<file path="src/rtl/lsu_pkg.sv">
// Shared definitions for the load/store unit: funct3 codes, FSM states,
// the default bus timeout and the legality check applied at acceptance.
package lsu_pkg;

    localparam int DEFAULT_TIMEOUT_CYCLES = 16;

    // RV32I funct3 codes for loads
    localparam logic [2:0] F3_LB  = 3'b000;
    localparam logic [2:0] F3_LH  = 3'b001;
    localparam logic [2:0] F3_LW  = 3'b010;
    localparam logic [2:0] F3_LBU = 3'b100;
    localparam logic [2:0] F3_LHU = 3'b101;

    // RV32I funct3 codes for stores
    localparam logic [2:0] F3_SB  = 3'b000;
    localparam logic [2:0] F3_SH  = 3'b001;
    localparam logic [2:0] F3_SW  = 3'b010;

    typedef enum logic [1:0] {
        ST_IDLE   = 2'd0,
        ST_ACCESS = 2'd1,
        ST_RESP   = 2'd2
    } lsu_state_e;

    // True when the op must be rejected without touching memory:
    // unknown width code, unsigned store, or a misaligned halfword/word.
    function automatic logic op_illegal(input logic       is_store,
                                        input logic [2:0] f3,
                                        input logic [1:0] addr_lo);
        logic bad;
        case (f3)
            F3_LB:          bad = 1'b0;
            F3_LH:          bad = addr_lo[0];
            F3_LW:          bad = (addr_lo != 2'b00);
            F3_LBU:         bad = is_store;
            F3_LHU:         bad = is_store | addr_lo[0];
            default:        bad = 1'b1;
        endcase
        return bad;
    endfunction

endpackage

</file>
<file path="src/rtl/lsu_align.sv">
// Byte-lane steering: builds the write mask and replicated write data for
// the memory port, and extracts/extends the load result from read data.
module lsu_align
    import lsu_pkg::*;
(
    input  logic        op_store,
    input  logic [2:0]  funct3,
    input  logic [1:0]  addr_lo,
    input  logic [31:0] store_data,
    input  logic [31:0] r_data,
    output logic [3:0]  masking,
    output logic [31:0] w_data,
    output logic [31:0] load_value
);

    logic [7:0]  byte_sel;
    logic [15:0] half_sel;

    // Pick the addressed byte and halfword lanes out of the read word.
    always_comb begin
        case (addr_lo)
            2'd0:    byte_sel = r_data[7:0];
            2'd1:    byte_sel = r_data[15:8];
            2'd2:    byte_sel = r_data[23:16];
            default: byte_sel = r_data[31:24];
        endcase
        // Halfwords only reach memory when aligned, so addr_lo[1] selects the lane.
        half_sel = addr_lo[1] ? r_data[31:16] : r_data[15:0];
    end

    // Width decode: mask, replicated store data and extended load value.
    always_comb begin
        // NOTE: every output gets a default first so no path through the
        // case below leaves a variable unassigned and infers a latch.
        masking    = 4'b0000;
        w_data     = 32'h0;
        load_value = 32'h0;
        case (funct3[1:0])
            2'b00: begin
                masking = 4'b0001 << addr_lo;
                if (op_store) w_data = {4{store_data[7:0]}};
                load_value = funct3[2] ? {24'h0, byte_sel}
                                       : {{24{byte_sel[7]}}, byte_sel};
            end
            2'b01: begin
                masking = 4'b0011 << addr_lo;
                if (op_store) w_data = {2{store_data[15:0]}};
                load_value = funct3[2] ? {16'h0, half_sel}
                                       : {{16{half_sel[15]}}, half_sel};
            end
            2'b10: begin
                masking = 4'b1111;
                if (op_store) w_data = store_data;
                load_value = r_data;
            end
            default: ;
        endcase
    end

endmodule

</file>
<file path="src/rtl/load_store_unit.sv">
// Load/store unit: accepts one core op at a time, issues it on a simple
// request/valid memory port and returns a one-cycle done (and err) pulse.
module load_store_unit
    import lsu_pkg::*;
#(
    parameter int TIMEOUT_CYCLES = DEFAULT_TIMEOUT_CYCLES
) (
    input  logic        clk,
    input  logic        rst_n,
    // core side
    input  logic        op_valid,
    input  logic        op_store,
    input  logic [2:0]  funct3,
    input  logic [31:0] addr,
    input  logic [31:0] store_data,
    output logic        busy,
    output logic        done,
    output logic [31:0] load_data,
    output logic        err,
    // memory side
    output logic        request,
    output logic        we_re,
    output logic [3:0]  masking,
    output logic [7:0]  address,
    output logic [31:0] w_data,
    input  logic        valid,
    input  logic [31:0] r_data
);

    localparam int CNT_W = (TIMEOUT_CYCLES > 1) ? $clog2(TIMEOUT_CYCLES) : 1;
    localparam logic [CNT_W-1:0] CNT_LAST = CNT_W'(TIMEOUT_CYCLES - 1);

    lsu_state_e       state_q, state_d;
    logic             err_d, err_q;
    logic [CNT_W-1:0] cnt_q;

    logic             op_store_q;
    logic [2:0]       funct3_q;
    logic [9:0]       addr_q;
    logic [31:0]      store_data_q;
    logic [31:0]      load_q;

    logic             in_access;
    logic [3:0]       mask_raw;
    logic [31:0]      wdata_raw;
    logic [31:0]      load_value;

    // Only the word index within the 1 KiB window reaches the memory port.
    logic             unused_addr_hi;
    assign unused_addr_hi = ^addr[31:10];

    lsu_align u_align (
        .op_store   (op_store_q),
        .funct3     (funct3_q),
        .addr_lo    (addr_q[1:0]),
        .store_data (store_data_q),
        .r_data     (r_data),
        .masking    (mask_raw),
        .w_data     (wdata_raw),
        .load_value (load_value)
    );

    // Next-state logic; err_d flags transitions into RESP that are failures.
    always_comb begin
        state_d = state_q;
        err_d   = 1'b0;
        case (state_q)
            ST_IDLE: begin
                if (op_valid) begin
                    if (op_illegal(op_store, funct3, addr[1:0])) begin
                        state_d = ST_RESP;
                        err_d   = 1'b1;
                    end else begin
                        state_d = ST_ACCESS;
                    end
                end
            end
            ST_ACCESS: begin
                if (valid) begin
                    state_d = ST_RESP;
                end else if (cnt_q == CNT_LAST) begin
                    state_d = ST_RESP;
                    err_d   = 1'b1;
                end
            end
            ST_RESP: state_d = ST_IDLE;
            default: state_d = ST_IDLE;
        endcase
    end

    // State, error flag and access-cycle counter.
    always_ff @(posedge clk or negedge rst_n) begin
        if (!rst_n) begin
            state_q <= ST_IDLE;
            err_q   <= 1'b0;
            cnt_q   <= '0;
        end else begin
            // NOTE: non-blocking assignments so every register samples the
            // pre-edge values, independent of statement order.
            state_q <= state_d;
            err_q   <= err_d;
            cnt_q   <= (state_q == ST_ACCESS) ? cnt_q + 1'b1 : '0;
        end
    end

    // Capture the op on acceptance and the load result on the valid edge.
    always_ff @(posedge clk or negedge rst_n) begin
        if (!rst_n) begin
            // NOTE: datapath registers are reset too, because they feed
            // outputs that must read zero while reset is asserted.
            op_store_q   <= 1'b0;
            funct3_q     <= 3'b000;
            addr_q       <= 10'h0;
            store_data_q <= 32'h0;
            load_q       <= 32'h0;
        end else begin
            if (state_q == ST_IDLE && op_valid) begin
                op_store_q   <= op_store;
                funct3_q     <= funct3;
                addr_q       <= addr[9:0];
                store_data_q <= store_data;
            end
            // Holds the result only through RESP; zero otherwise (stores, timeouts).
            load_q <= (state_q == ST_ACCESS && valid && !op_store_q) ? load_value : 32'h0;
        end
    end

    // Memory-port and core-side outputs, quiet outside their active state.
    always_comb begin
        in_access = (state_q == ST_ACCESS);
        request   = in_access;
        we_re     = in_access & op_store_q;
        masking   = in_access ? mask_raw    : 4'b0000;
        address   = in_access ? addr_q[9:2] : 8'h00;
        w_data    = in_access ? wdata_raw   : 32'h0;
        busy      = in_access;
        done      = (state_q == ST_RESP);
        err       = err_q;
        load_data = load_q;
    end

endmodule

</file>
<file path="config.mk">
export PLATFORM = sky130hd
export DESIGN_NAME = load_store_unit
export DESIGN_NICKNAME = d
export VERILOG_FILES = /design/src/rtl/lsu_pkg.sv /design/src/rtl/lsu_align.sv /design/src/rtl/load_store_unit.sv
export SDC_FILE = /design/constraint.sdc
export NUM_CORES = 1
export LEC_CHECK = 0
export ABC_AREA = 0
export CAP_MARGIN = 20
export CORE_UTILIZATION = 39
export CTS_CLUSTER_DIAMETER = 100
export DETAILED_ROUTE_END_ITERATION = 10
export PLACE_DENSITY = 0.78
export SLEW_MARGIN = 20
export SYNTH_ARGS = -nofsm -noshare
export SYNTH_HDL_FRONTEND = slang
export SYNTH_SLANG_ARGS = --single-unit
</file>
<file path="constraint.sdc">
create_clock -name clk -period 1.4 [get_ports clk]
set_input_delay 0.14 -clock clk [delete_from_list [all_inputs] [get_ports clk]]
set_output_delay 0.14 -clock clk [all_outputs]
set_load 0.02 [all_outputs]
</file>
==> results of run 1 <==
==> path summary, 6_finish.rpt <==
| check | startpoint | slack, ns | depth (start not counted) | end |
|---|---|---|---|---|
| hold reg to reg | cnt_q[0] | 0.50 | 1 | cnt_q[0] |
| min in group clk | store_data[30] | 0.37 | 2 | store_data_q[30] |
| max in group asynchronous | rst_n | 0.71 | 3 | store_data_q[8] |
| setup reg to reg | funct3_q[0] | -0.38 | 9 | load_data[21] |
| setup / recovery | funct3_q[0] | -0.51 | 7 | w_data[11] |
| hold / removal | rst_n | 0.18 | 2 | addr_q[1] |
==> layout make-up <==
cell class	instances	area share [%]
Multi-Input combinational cell	280	33.6
Timing Repair Buffer	273	35.2
Sequential cell	85	25.4
Inverter	16	0.894
Clock inverter	5	1.28
Tap cell	136	2.03
Clock buffer	11	1.68
==> cell usage after synthesis, types with 2 or more instances <==
cell	n	area, sq um
nor2_1	22	82.6
or2_2	8	50.1
clkbuf_1	8	30.0
o221ai_1	7	61.3
o21ai_0	7	35.0
nand3_1	2	10.0
a21oi_1	57	285
buf_1	2	7.51
nand2b_1	2	12.5
a21oi_2	11	96.3
a22oi_1	7	52.6
inv_1	15	56.3
nand2_1	42	158
buf_6	3	33.8
and2_1	18	113
nor2b_1	14	87.6
mux2i_1	10	100
buf_2	17	85.1
nor3_1	3	15.0
mux2_2	54	608
dfrtp_1	85	2130
==> power by group <==
part | internal (mW) | total [mW] | switching, mW | leakage, nW
logic | 5.33 | 10.1 | 4.74 | 2.61
registers | 3.21 | 3.89 | 0.680 | 1.08
clock network | 1.24 | 2.21 | 0.964 | 0.124
total | 9.78 | 16.2 | 6.39 | 3.81
==> stage by stage <==
stage / cell area (sq um) / hold WS [ns] / util [%] / total power, mW / TNS, ns
5_1_grt: 8390 / 0.195 / 79.9 / 16.8 / -39.45
6_report: 8390 / 0.176 / 79.9 / 16.2 / -34.56
2_1_floorplan: 4630 / -0.156 / - / 7.81 / -1.56
3_3_place_gp: 6770 / 0.0274 / 64.4 / 10.0 / -31.13
3_5_place_dp: 6770 / 0.0329 / 64.4 / 10.3 / -33.42
4_1_cts: 7720 / 0.176 / 73.5 / 14.3 / -30.70
==> sequential cells by signal, indices dropped and copies added, names as in the netlist <==
name and flops:
load_data 32, funct3_q 3, addr_q 10, cnt_q 4
err 1, op_store_q 1, store_data_q 32, state_q 2
==> cells by family (layout without fill, tap and decap cells) <==
family | Yosys count | count (layout) | synth area share [%]
AOI/OAI and AO/OA | 96 | 96 | 13.9
xor gates and xnor gates | 2 | 2 | 0.409
adders and majority gates | 1 | 1 | 0.292
buffers and inverters | 47 | 305 | 5.25
DFF | 85 | 85 | 49.6
muxes | 64 | 64 | 16.5
and+or+nand+nor | 117 | 117 | 14.0
==> per-layer routing <==
metal / vias to the layer above / track usage (%)
li1: 1916 / -
met1: 2127 / 30.9
met2: 224 / 46.8
met3: 42 / 5.17
met4: 0 / 9.39
met5: - / 0
==> worst max-delay path, delay by kind of cell (launching register included) <==
| kind | cells | cell delay, ns |
|---|---|---|
| and+or+nand+nor | 2 | 0.25 |
| DFF | 1 | 0.41 |
| buffers and inverters | 4 | 0.58 |
| AOI/OAI and AO/OA | 1 | 0.15 |
==> timing repair <==
item | 4_1_cts | 5_1_grt
hold buffers | 1 | 0
hold endpoints to repair | 85 | 0
pin swaps | 24 | 36
endpoints found under the setup margin | 153 | 122
gates resized for setup | 402 | 126
buffers inserted | 26 | 22
cloned | 6 | 5
==> out/results.txt, run 1 <==
Run status = finished, violations left
Violations in the final reports = setup timing
Overflow left after global routing = 0
DRC violation total after the first TritonRoute iteration = 109
Kind of end point of the critical path = output pin
Final min period = 1.91 ns
DRC Markers = 0
Antenna Nets Post-Route = 0
Slowest cell on the critical path = dfrtp_1
Max-slew violation count = 0
Arrival time of the worst setup path = 1.77 ns
Total of max-cap violations = 0
GP Congestion = 0.894
Clock Path Buffers = 2
Unique masters post-synth = 39
Sinks on Clock Net = 85
Netlist area before placement = 0.00429 sq mm
HPWL after detailed placement = 9580 um
Initial core utilization = 40.8%
Overall via count from detail_route = 4309
Synthesized netlist net count = 517
Final number of hold-violating endpoints = 0
Count of input and output buffers = 162
Clk_skew = 0.0116 ns
Die X-Extent = 107 um
Antenna violations before repair = 0
Maximum single-stage delay on the critical path = 0.41 ns
Worst-skew pair later-pin latency = 0.37 ns
Final setup fails = 120
Sequential share of the synthesized area = 49.6%
Share of cells above drive strength 1 = 55.7%
Storage cell area = 0.00213 sq mm
Layout Area Growth over Synthesis = 95.7%
Avg Cell Area, Syn = 10.4 sq um
Warning count from the yosys run = 0
Number of I/O pins = 185
ANT cells = 0
CTS root buf = clkbuf_8
Cell area power density = 1930 mW/mm^2
Headroom to the max-slew limit = 74.1%
Commonest non-fill, non-tap cell in the layout = dfrtp_1
Multi-input gate area = 0.00282 sq mm
Commonest cells after routing, fill and taps aside = dfrtp_1, clkdlybuf4s50_1, buf_4
Highest achievable clock rate = 524 MHz
Endpoint required time on the critical path = 1.26 ns
Met2 wire len = 8750 um
WL met1 = 6160 um
Setup slack at placement = -0.534 ns
Sequence of cells on the critical path = buf_12 -> nor2b_4 -> buf_6 -> buf_12 -> nand2_2 -> a21oi_4 -> buf_6
Cell Count, Final, Fillers Out = 806
Final WL = 16600 um
Type of the worst setup path = flip-flop to output pin
Core area = 0.0105 sq mm
Area enclosed by the die boundary = 0.0114 sq mm
Number of nets in the finished design = 770
Critical Path Start Type = flip-flop
Slack of the critical path = -0.507 ns
Top FF cell, synth = dfrtp_1
Post-Syn Instances = 412
Routed wire length per instance = 20.6 um
Post-synthesis async set-or-reset flop share = 100%
Period utilization = 136%
Number of clock buffers inserted by TritonCTS = 9
Drt pass-1 iters = 4
Global routing usage summed across all routing layers = 26.1%
Setup repair after global routing missed its margin = true
CTS tree = done
Via density per instance = 5.35
Highest layer used for signal routing = met4
Maximum number of pins on one net before global-route repair = 31
Synth Register Bits = 85
Vertical die dimension = 107 um
Count of placed standard cells including taps = 742
Hold Path Class = input pin to asynchronous set/reset pin
H-Tree Level Count = 3
Top fanout value on the critical path = 8
Max IR drop VDD = 1.18 mV
CTS clock-pin slew for the worst setup and hold paths = 0.09 ns
Filler cells = 577
Number of flops mapped to enable cells by yosys = 0
Met3 WL = 1100 um
Num rows = 37
Pleak = 3.81 nW
Via count of the first global-routing pass = 4324
Wire length of the first global-routing pass = 22700 um
Worst slew pin tran = 0.383 ns
Note: power is estimated with default switching activity, not from simulation.
==> run 2: changes to the inputs <==
CELL_PAD_IN_SITES_DETAIL_PLACEMENT = 1   (was unset)
CELL_PAD_IN_SITES_GLOBAL_PLACEMENT = 1   (was unset)
CORE_UTILIZATION = 34   (was 39)
PLACE_DENSITY = 0.86   (was 0.78)
clock period = 2.5 ns   (was 1.4 ns; I/O delays follow)
==> run 2 against run 1 <==
- the run now ends clean
- critical endpoint is now w_data[26]
- routed wire length is 16% lower
- largest power group unchanged
- via count is 13% lower
- clock-buffer cell count is 2 higher
==> out/results.txt, run 2 (synthesized netlist as in run 1, its figures left out) <==
Overall via count from detail_route = 3756 (-13%)
CTS clock-pin slew for the worst setup and hold paths = 0.06 ns (-0.03 ns)
Core area = 0.0122 sq mm (+16%)
Wire length of the first global-routing pass = 22000 um (-2.8%)
Overflow left after global routing = 0 (unchanged)
Cell area power density = 1000 mW/mm^2 (-48%)
GP Congestion = 0.830 (-7.1%)
HPWL after detailed placement = 9900 um (+3.4%)
Worst-skew pair later-pin latency = 0.33 ns (-0.04 ns)
Clock Path Buffers = 2 (unchanged)
Pleak = 2.78 nW (-27%)
Internal Dissipation = 4.09 mW (-58%)
Global routing usage summed across all routing layers = 22.2% (-3.9 points)
Number of clock buffers inserted by TritonCTS = 9 (unchanged)
Count of input and output buffers = 162 (unchanged)
Max-slew violation count = 0 (unchanged)
CTS tree = done
CTS root buf = clkbuf_16
Count of placed standard cells including taps = 724 (-2.4%)
Run status = completed
Hold Path Class = input pin to asynchronous set/reset pin
H-Tree Level Count = 3 (unchanged)
Kind of end point of the critical path = output pin
Total of max-cap violations = 0 (unchanged)
DRC violation total after the first TritonRoute iteration = 150 (+38%)
Via count of the first global-routing pass = 4178 (-3.4%)
Type of the worst setup path = flip-flop to output pin
Sequential share of power = 33.0% (+8.9 points)
Combinational cell fraction of total power = 45.3% (-17 points)
Setup repair after global routing missed its margin = false
Highest achievable clock rate = 417 MHz
Num rows = 40 (+8.1%)
Top fanout value on the critical path = 26 (+18)
Sinks on Clock Net = 85 (unchanged)
Number of nets in the finished design = 674 (-12%)
Maximum number of pins on one net before global-route repair = 46 (+48%)
Endpoint required time on the critical path = 2.25 ns (+0.99 ns)
Critical Path Start Type = flip-flop
Arrival time of the worst setup path = 2.15 ns (+0.38 ns)
Aggregate negative setup slack = 0 ns (+34.56 ns)
Max IR drop VDD = 0.436 mV (-63%)
Layout Area Growth over Synthesis = 51.2%
Drt pass-1 iters = 4 (unchanged)
Final min period = 2.40 ns
Period utilization = 95.9%
Die X-Extent = 114 um (+7.0%)
Final setup fails = 0 (-100%)
Vertical die dimension = 114 um (+7.0%)
Sum of internal, switching and leakage power = 6.50 mW (-60%)
Initial core utilization = 35.3% (-5.5 points)
Fin util = 53.3% (-27 points)
Routed wire length per instance = 18.7 um (-9.3%)
Clk_skew = 0.00418 ns (-0.00737 ns)
DRC Markers = 0 (unchanged)
Cell Count, Final, Fillers Out = 742 (-7.9%)
Commonest non-fill, non-tap cell in the layout = clkdlybuf4s50_1
Power share of the clock group = 21.8% (+8.2 points)
Worst slew pin tran = 0.973 ns (+0.590 ns)
Area enclosed by the die boundary = 0.0131 sq mm (+14%)
Final number of hold-violating endpoints = 0 (unchanged)
Share of cells above drive strength 1 = 19.3% (-36 points)
ANT cells = 0 (unchanged)
Switching power as a share of total power = 37.1% (-2.4 points)
Number of I/O pins = 185 (unchanged)
Filler cells = 1336 (+130%)
Final WL = 13900 um (-16%)
Via density per instance = 5.06 (-5.3%)
Antenna Nets Post-Route = 0 (unchanged)
Headroom to the max-slew limit = 35.1% (-39 points)
Sw power = 2.41 mW (-62%)
Antenna violations before repair = 0 (unchanged)
Commonest cells after routing, fill and taps aside = clkdlybuf4s50_1, dfrtp_1, a21oi_1
[run 2: area by class of cell]
type                       instances  area (sq um)  area share [%]
clock inverter                     3          42.5           0.656
inverter                          16          61.3           0.946
clock buffer                      13           270            4.17
sequential                        85          2130            32.8
tap                              168           210            3.24
timing repair buffer             177          1820            28.0
multi-input combinational        280          1960            30.2
[run 2: layer usage]
layer | wire [um] | vias up | track usage [%]
li1 | - | 1728 | -
met1 | 5570 | 1850 | 25.4
met2 | 7000 | 144 | 39.5
met3 | 850 | 32 | 4.87
met4 | 433 | 2 | 10.1
met5 | 5 | - | 0
[run 2: power by group through the flow]
stage	clock network (mW)	registers, mW	logic [mW]
global placement	0	2.14	2.75
CTS	1.44	2.15	2.96
detailed placement	0	2.17	2.86
global route	1.51	2.20	3.19
floorplan	0	2.06	1.93
finish	1.41	2.14	2.94
[run 2: worst max-delay path, cell delays in order (launching register included)]
cell             delay (ns)
dfrtp_1                0.38
buf_4                  0.21
nor2b_4                0.18
buf_12                 0.19
nand2_1                0.07
a21oi_1                0.13
clkdlybuf4s50_1        0.63
[run 2: repair_timing]
item | in CTS | in global routing
hold endpoints to repair | 44 | 0
hold buffers | 1 | 0
gates resized for setup | 7 | 7
setup endpoints to repair | 17 | 13
cloned | 1 | 0
buffers inserted | 0 | 0
[run 2: metrics by stage]
stage | area, sq um | worst slack [ns] | hold WS [ns]
final | 6480 | 0.101 | 0.465
after global routing | 6480 | 0.000620 | 0.517
after CTS | 6460 | 0.0348 | 0.495
after detailed placement | 6110 | 0.265 | 0.299
after global placement | 6110 | 0.331 | 0.283
after floorplan | 4290 | 0.808 | -0.0456
[run 2: worst paths after layout]
path | startpoint | depth (start not counted) | slack (ns) | endpoint
max | funct3_q[0] | 6 | 0.10 | w_data[26]
min | rst_n | 2 | 0.47 | load_data[19]
max reg2reg | state_q[1] | 6 | 0.46 | load_data[9]
min reg2reg | addr_q[6] | 1 | 0.50 | addr_q[6]
max in group asynchronous | rst_n | 3 | 1.37 | cnt_q[2]
min in group clk | addr_q[6] | 1 | 0.50 | addr_q[6]
